### src/rtl/ram_1r1w_resp.sv
// Word-addressed 1R1W memory responder with a fixed-latency read pipeline,
// debug access ports, a sticky out-of-range flag and saturating access counters.
module ram_1r1w_resp #(
  parameter int WIDTH        = 32,
  parameter int DEPTH        = 64,
  parameter int READ_LATENCY = 1
) (
  input  logic             clk,
  input  logic             rst,
  input  logic             ren_0,
  input  logic [31:0]      raddr_0,
  output logic [WIDTH-1:0] rdata_0,
  output logic             rvalid_0,
  input  logic             wen_0,
  input  logic [31:0]      waddr_0,
  input  logic [WIDTH-1:0] wdata_0,
  input  logic             debug_write_en,
  input  logic [31:0]      debug_write_addr,
  input  logic [WIDTH-1:0] debug_write_data,
  input  logic [31:0]      debug_addr,
  output logic [WIDTH-1:0] debug_data,
  output logic             err_oob,
  output logic [15:0]      rd_count,
  output logic [15:0]      wr_count
);

  localparam int          AW      = (DEPTH > 1) ? $clog2(DEPTH) : 1;
  localparam logic [31:0] DEPTH_W = 32'(DEPTH);
  localparam logic [15:0] CNT_MAX = 16'hFFFF;

  logic [WIDTH-1:0] mem [DEPTH];

  logic rd_in_range;
  logic wr_in_range;
  logic dbg_wr_in_range;
  logic dbg_rd_in_range;

  assign rd_in_range     = raddr_0 < DEPTH_W;
  assign wr_in_range     = waddr_0 < DEPTH_W;
  assign dbg_wr_in_range = debug_write_addr < DEPTH_W;
  assign dbg_rd_in_range = debug_addr < DEPTH_W;

  logic [AW-1:0] rd_idx;
  logic [AW-1:0] wr_idx;
  logic [AW-1:0] dbg_wr_idx;
  logic [AW-1:0] dbg_rd_idx;

  assign rd_idx     = raddr_0[AW-1:0];
  assign wr_idx     = waddr_0[AW-1:0];
  assign dbg_wr_idx = debug_write_addr[AW-1:0];
  assign dbg_rd_idx = debug_addr[AW-1:0];

  logic [WIDTH-1:0] rd_word;

  // Out-of-range reads still respond, with zero data.
  assign rd_word    = rd_in_range ? mem[rd_idx] : '0;
  assign debug_data = dbg_rd_in_range ? mem[dbg_rd_idx] : '0;

  logic port_write;
  logic oob_access;

  assign port_write = rst && wen_0 && wr_in_range;
  assign oob_access = (ren_0 && !rd_in_range) ||
                      (wen_0 && !wr_in_range) ||
                      (debug_write_en && !dbg_wr_in_range);

  // NOTE: the array has no reset branch; clearing it would turn the RAM into
  // flops and would also wipe contents preloaded through the debug port during reset.
  always_ff @(posedge clk) begin
    if (debug_write_en && dbg_wr_in_range) begin
      mem[dbg_wr_idx] <= debug_write_data;
    end
    // Port write is last so it wins a same-address collision with a debug write.
    if (port_write) begin
      mem[wr_idx] <= wdata_0;
    end
  end

  logic [WIDTH-1:0]        pipe_data [READ_LATENCY];
  logic [READ_LATENCY-1:0] pipe_valid;

  // NOTE: non-blocking assignments keep this a true shift register and make the
  // stage-0 capture see the array word from before this edge's write (read-first).
  always_ff @(posedge clk or negedge rst) begin
    if (!rst) begin
      pipe_valid <= '0;
      for (int i = 0; i < READ_LATENCY; i++) begin
        pipe_data[i] <= '0;
      end
    end else begin
      pipe_valid[0] <= ren_0;
      pipe_data[0]  <= ren_0 ? rd_word : '0;
      for (int i = 1; i < READ_LATENCY; i++) begin
        pipe_valid[i] <= pipe_valid[i-1];
        pipe_data[i]  <= pipe_data[i-1];
      end
    end
  end

  assign rdata_0  = pipe_data[READ_LATENCY-1];
  assign rvalid_0 = pipe_valid[READ_LATENCY-1];

  always_ff @(posedge clk or negedge rst) begin
    if (!rst) begin
      err_oob  <= 1'b0;
      rd_count <= '0;
      wr_count <= '0;
    end else begin
      if (oob_access) begin
        err_oob <= 1'b1;
      end
      if (ren_0 && rd_in_range && rd_count != CNT_MAX) begin
        rd_count <= rd_count + 16'd1;
      end
      if (wen_0 && wr_in_range && wr_count != CNT_MAX) begin
        wr_count <= wr_count + 16'd1;
      end
    end
  end

endmodule
### config.mk
export PLATFORM = sky130hd
export DESIGN_NAME = ram_1r1w_resp
export DESIGN_NICKNAME = d
export VERILOG_FILES = /design/src/rtl/ram_1r1w_resp.sv
export SDC_FILE = /design/constraint.sdc
export NUM_CORES = 2
export LEC_CHECK = 0
export BUFFER_PORTS_ARGS = -buffer_cell sky130_fd_sc_hd__clkbuf_2
export CORE_MARGIN = 2
export CORE_UTILIZATION = 45
export DETAILED_ROUTE_END_ITERATION = 16
export HOLD_SLACK_MARGIN = 0.08
export PLACE_DENSITY_LB_ADDON = 0.2
export SYNTH_ARGS = -nofsm -noshare
export SYNTH_HDL_FRONTEND = slang
export SYNTH_SLANG_ARGS = --single-unit
### constraint.sdc
create_clock -name clk -period 4.5 [get_ports clk]
set_clock_uncertainty 0.2 [all_clocks]
set_input_delay 0.9 -clock clk [delete_from_list [all_inputs] [get_ports clk]]
set_output_delay 0.9 -clock clk [all_outputs]
set_load 0.03 [all_outputs]
### Yosys cells after proc, flatten, opt, wreduce, memory -nomap -nowiden

Memory sizes are Yosys's and may differ from the RTL's.
Index checks and enable logic that the tools add are counted.

* flip-flop bits (word level): 66
* RAM bits: 2048
* input port bits: 197
* word-level logic and storage cells: 36
* memories kept: 1

Memory list
* mem: depth 64, bits a word 32, rd ports 2, clocked after memory_dff 0, write ports 2, RTL line 31 `logic [WIDTH-1:0] mem [DEPTH];`

* add/sub/neg operators: 2
* magnitude comparators: 4
* equal/unequal tests: 2
* muxes and demuxes: 7
* reductions and logical operators: 15

Operator list (number)
* $lt A32 B7 Y1 const B: 4
* $mux W32: 3
* $add A16 B1 Y16 const B: 2
* $ne A16 B16 Y1 const B: 2
* $logic_and A1 B1 Y1: 10
* $mux W1: 4
* $logic_not A1 Y1: 3
* $logic_or A1 B1 Y1: 2

### Depth between registers and ports, before layout

* depth in word-level cells: 5
* depth in mapped cells: 10
* gate-level depth less buffers: 6

### Worst setup path before layout

OpenSTA, ideal clock, no wires.

* kind: in2reg
* start point: input debug_write_addr[25]
* end point: memory mem[62][0], enable pin
* library setup time: 0.466 ns
* arrival: 4.338 ns
* required time: 3.834 ns
* setup slack: -0.503 ns
* stages on the path: 5
* cells stage by stage: nor4_1 -> nand4_1 -> nor4_1 -> nand3_1 -> o21ai_0

RTL lines
* from (decl): RTL line 18 `input logic [31:0] debug_write_addr,`
* to (decl): RTL line 31

### Worst setup path after layout

* start point: input debug_addr[3]
* end point: output debug_data[9]

* longest elaborated chain between the ends: 2
* elaborated cells on any way between the ends: 3

RTL lines
* from (decl): RTL line 20 `input logic [31:0] debug_addr,`
* $lt A32 B7 Y1 or $mem_v2 Z64 W32 (tied branches)
* $mux W32 *: RTL line 57 `assign debug_data = dbg_rd_in_range ? mem[dbg_rd_idx] : '0;`
* to (decl): RTL line 21 `output logic [WIDTH-1:0] debug_data,`

Mark *: on every way between the ends. The rest lies on a longest branch, timed or not.

==> qor.yml <==
outcome:
  outcome: "finished with violations"
  violations: "setup timing"
timing:
  period_needed_ns: 4.55
  setup_tns_ns: -0.133
  setup_slack_ns: -0.0463
  slew_headroom: 0.104
  hold_violations: 0
  worstMarginPinSlew_ns: 1.34
  fmax_mhz: 220
  maxSlewViolCount: 0
  final-setup-viol-count: 6
  finalCritPeriodShare: 1.01
  rsz0062_at_grt: "true"
cells_and_area:
  multi_input_area_sq_mm: 0.0565
  drive_gt1_frac: 0.556
  register_area_sq_mm: 0.0632
  fin_nets: 8217
  n_fill_cell: 22000
  synthToLayoutAreaGrowth_pct: 17.3
die:
  io_pins: 295
  start_util: 0.452
  num_rows: 191
  coreArea_sq_mm: 0.271
  die_w_microns: 526
  dieArea_sq_mm: 0.277
  die_y_microns: 526
pwr:
  power_density_mw_per_mm2: 329
  p_leak_uw: 0.0468
  irDropWorstVdd_uv: 378
yosys:
  synth_edf_count: 2048
  async_flop_share: 0.0312
  yosysSeqAreaShare: 0.515
  synth_top_area_share: 0.502
  yosys_warnings: 0
  synth.distinct_cells: 60
  yosysMostFrequentCell: "edfxtp_1"
  postSynthAreaPerCell_sq_um: 16.0
  synthCells: 7660
  synth_seq_cells: 2114
  yosysTopAreaCell: "edfxtp_1"
  syn-cell-area_sq_mm: 0.123
  synth_flop_cell: "edfxtp_1"
  synthTopCellsByCount: "edfxtp_1 (2048), mux2_2 (1841), mux4_2 (1006)"
  yosys-top-cells-area: "edfxtp_1 (50%), mux4_2 (18%), mux2_2 (17%)"
  synth_nets: 7859
worst_setup_path:
  crit_arrival_ns: 3.45
  r2r_slack_ns: 1.50
  crit_required_ns: 3.40
  critPathSlowestCell: "a21o_1"
  end_kind: "primary output"
  cp_max_fo: 9
  rr_worst_depth: 5
  cp_cell_sequence: "clkbuf_2 > buf_4 > inv_1 > buf_4 > a221oi_1 > a21o_1 > a21oi_1 > buf_4 > o221ai_1 > clkbuf_2"
  r2r-start: "mem[63][0]$_DFFE_PP_"
  cpMostUsedCell: "buf_4"
  r2r_end: "rdata_0[0]$_DFF_PN0_"
  crit_path_start_kind: "input port"
  crit_type: "in2out"
  slowest_delay_ns: 0.33
route:
  wirelength_microns: 531000
  firstDrtPassIters: 9
  drc: 0
  ant_nets: 0
  routedWlPerCell_microns: 45.0
  viasPerCell: 7.32
  vias: 86400
  drt_iter0_drc: 14400
clock_tree:
  clock_path_buffers: 4
  htreeDepth: 4
  cts-buffers-inserted: 241
  cts_root_buf: "clkbuf_16"
  cts_num_sinks: 2114
  clock_latency_ns: 0.96
  clkTransAtPathRegs_ns: 0.06
  tritoncts: "done"
job:
  cap_violations: 0
grt:
  grt_pass1_vias: 85300
  overflow: 0
  grt_pass1_wl_microns: 720000
  grt_max_degree: 67
  grt_util_all_layers: 0.378
  antenna_found_initial: 50
place:
  gp_congestion: 0.988
  port-buffer-count: 294
  place_ws_ns: -0.584
  dp_hpwl_microns: 336000
min_path:
  hp-class: "in2async"
==> repair_timing <==
action / in CTS / in global routing
pin swaps: 4 / 9
hold buffers: 1 / 0
hold endpoints to repair: 1 / 0
endpoints found under the setup margin: 30 / 26
resized for setup: 61 / 43
cloned: 2 / 2
buffers inserted: 5 / 6
==> state kept, by name, summed over array words and instances, names as in the netlist <==
register / flops
err_oob: 1
mem: 2048
rd_count: 16
rdata_0: 32
rvalid_0: 1
wr_count: 16
==> per-layer routing <==
| layer | wire length, microns | vias to the layer above | track usage |
|---|---|---|---|
| met4 | 45900 | 18 | 0.267 |
| met5 | 106 | - | 0 |
| met1 | 180000 | 45100 | 0.471 |
| met3 | 74200 | 1766 | 0.117 |
| li1 | - | 32200 | - |
| met2 | 231000 | 7299 | 0.558 |
==> logic make-up (layout without fill, tap and decap cells) <==
group / count (synthesis) / count (layout) / synth area share
AND/OR/NAND/NOR: 568 / 568 / 0.0238
adder cells (fa/ha/maj): 2 / 2 / 0.000204
other: 0 / 25 / 0
buffers and inverters: 1056 / 1610 / 0.0369
XOR/XNOR: 29 / 29 / 0.00207
AO/OA/AOI/OAI: 787 / 787 / 0.0448
flip-flops: 2114 / 2114 / 0.515
multiplexers: 3104 / 3104 / 0.377
==> cell usage in the layout (no fill, tap or decap), types with 15 or more instances in the layout <==
cell type,synthesis,routed
edfxtp_1,2048,2048
mux2_2,1841,1841
mux4_2,1006,1006
buf_4,43,577
a22oi_1,438,428
clkbuf_2,0,275
buf_12,0,266
clkbuf_16,0,244
mux2_1,216,216
nand2_1,142,139
a21oi_1,128,115
nand3_1,113,112
dfrtp_1,66,66
nor2_1,106,65
nor2_4,1,62
o22ai_4,0,56
clkinv_2,0,52
clkinv_1,1,50
a22o_1,42,42
mux2i_1,41,41
nand4_1,40,40
clkbuf_1,658,37
bufinv_16,0,34
nor4_1,35,33
o21ai_0,45,31
diode_2,0,25
xnor2_1,25,25
nor2b_1,24,15
buf_6,11,15
==> how the worst max path moves through the flow <==
| stage | slack (ns) | endpoint | start | depth (start not counted) |
|---|---|---|---|---|
| final | -0.05 | debug_data[9] | debug_addr[3] | 10 |
| after global routing | -0.003 | debug_data[29] | debug_addr[0] | 11 |
| after CTS | -0.005 | debug_data[14] | debug_addr[0] | 11 |
| after detailed placement | -0.58 | debug_data[10] | debug_addr[0] | 12 |
| after global placement | -0.61 | debug_data[16] | debug_addr[0] | 11 |
| after floorplan | -0.50 | mem[62][0]$_DFFE_PP_ | debug_write_addr[25] | 5 |
==> power by group <==
group          internal (uW)  switching (uW)  total (uW)  leakage, uW
logic                   2250            3110        5360       0.0237
registers              21600           0.107       21600       0.0193
clock network          11800            8600       20400      0.00387
total                  35600           11700       47300       0.0468
==> per-stage QoR <==
stage	std cells	total power, uW	utilization	hold slack [ns]	area, sq um
3_5_place_dp	11300	27100	0.499	0.297	135000
5_1_grt	11800	48200	0.531	0.234	144000
3_3_place_gp	11300	27000	0.499	0.291	135000
4_1_cts	11800	47100	0.529	0.149	143000
2_1_floorplan	7660	24900	-	0.404	123000
6_report	11800	47300	0.531	0.147	144000
==> worst max-delay path: cells and delay by family <==
family	cells	cell delay, ns
AOI/OAI and AO/OA	4	1.03
buffers and inverters	6	1.49
==> area by class of cell <==
| type | count | area share |
|---|---|---|
| Tap cell | 3570 | 0.0311 |
| Sequential cell | 2114 | 0.439 |
| Inverter | 11 | 0.000296 |
| Antenna cell | 25 | 0.000435 |
| Multi-Input combinational cell | 4490 | 0.393 |
| Clock inverter | 160 | 0.0120 |
| Clock buffer | 279 | 0.0431 |
| Timing Repair Buffer | 1160 | 0.0812 |
No activity file was read; power rests on OpenSTA's default activity.
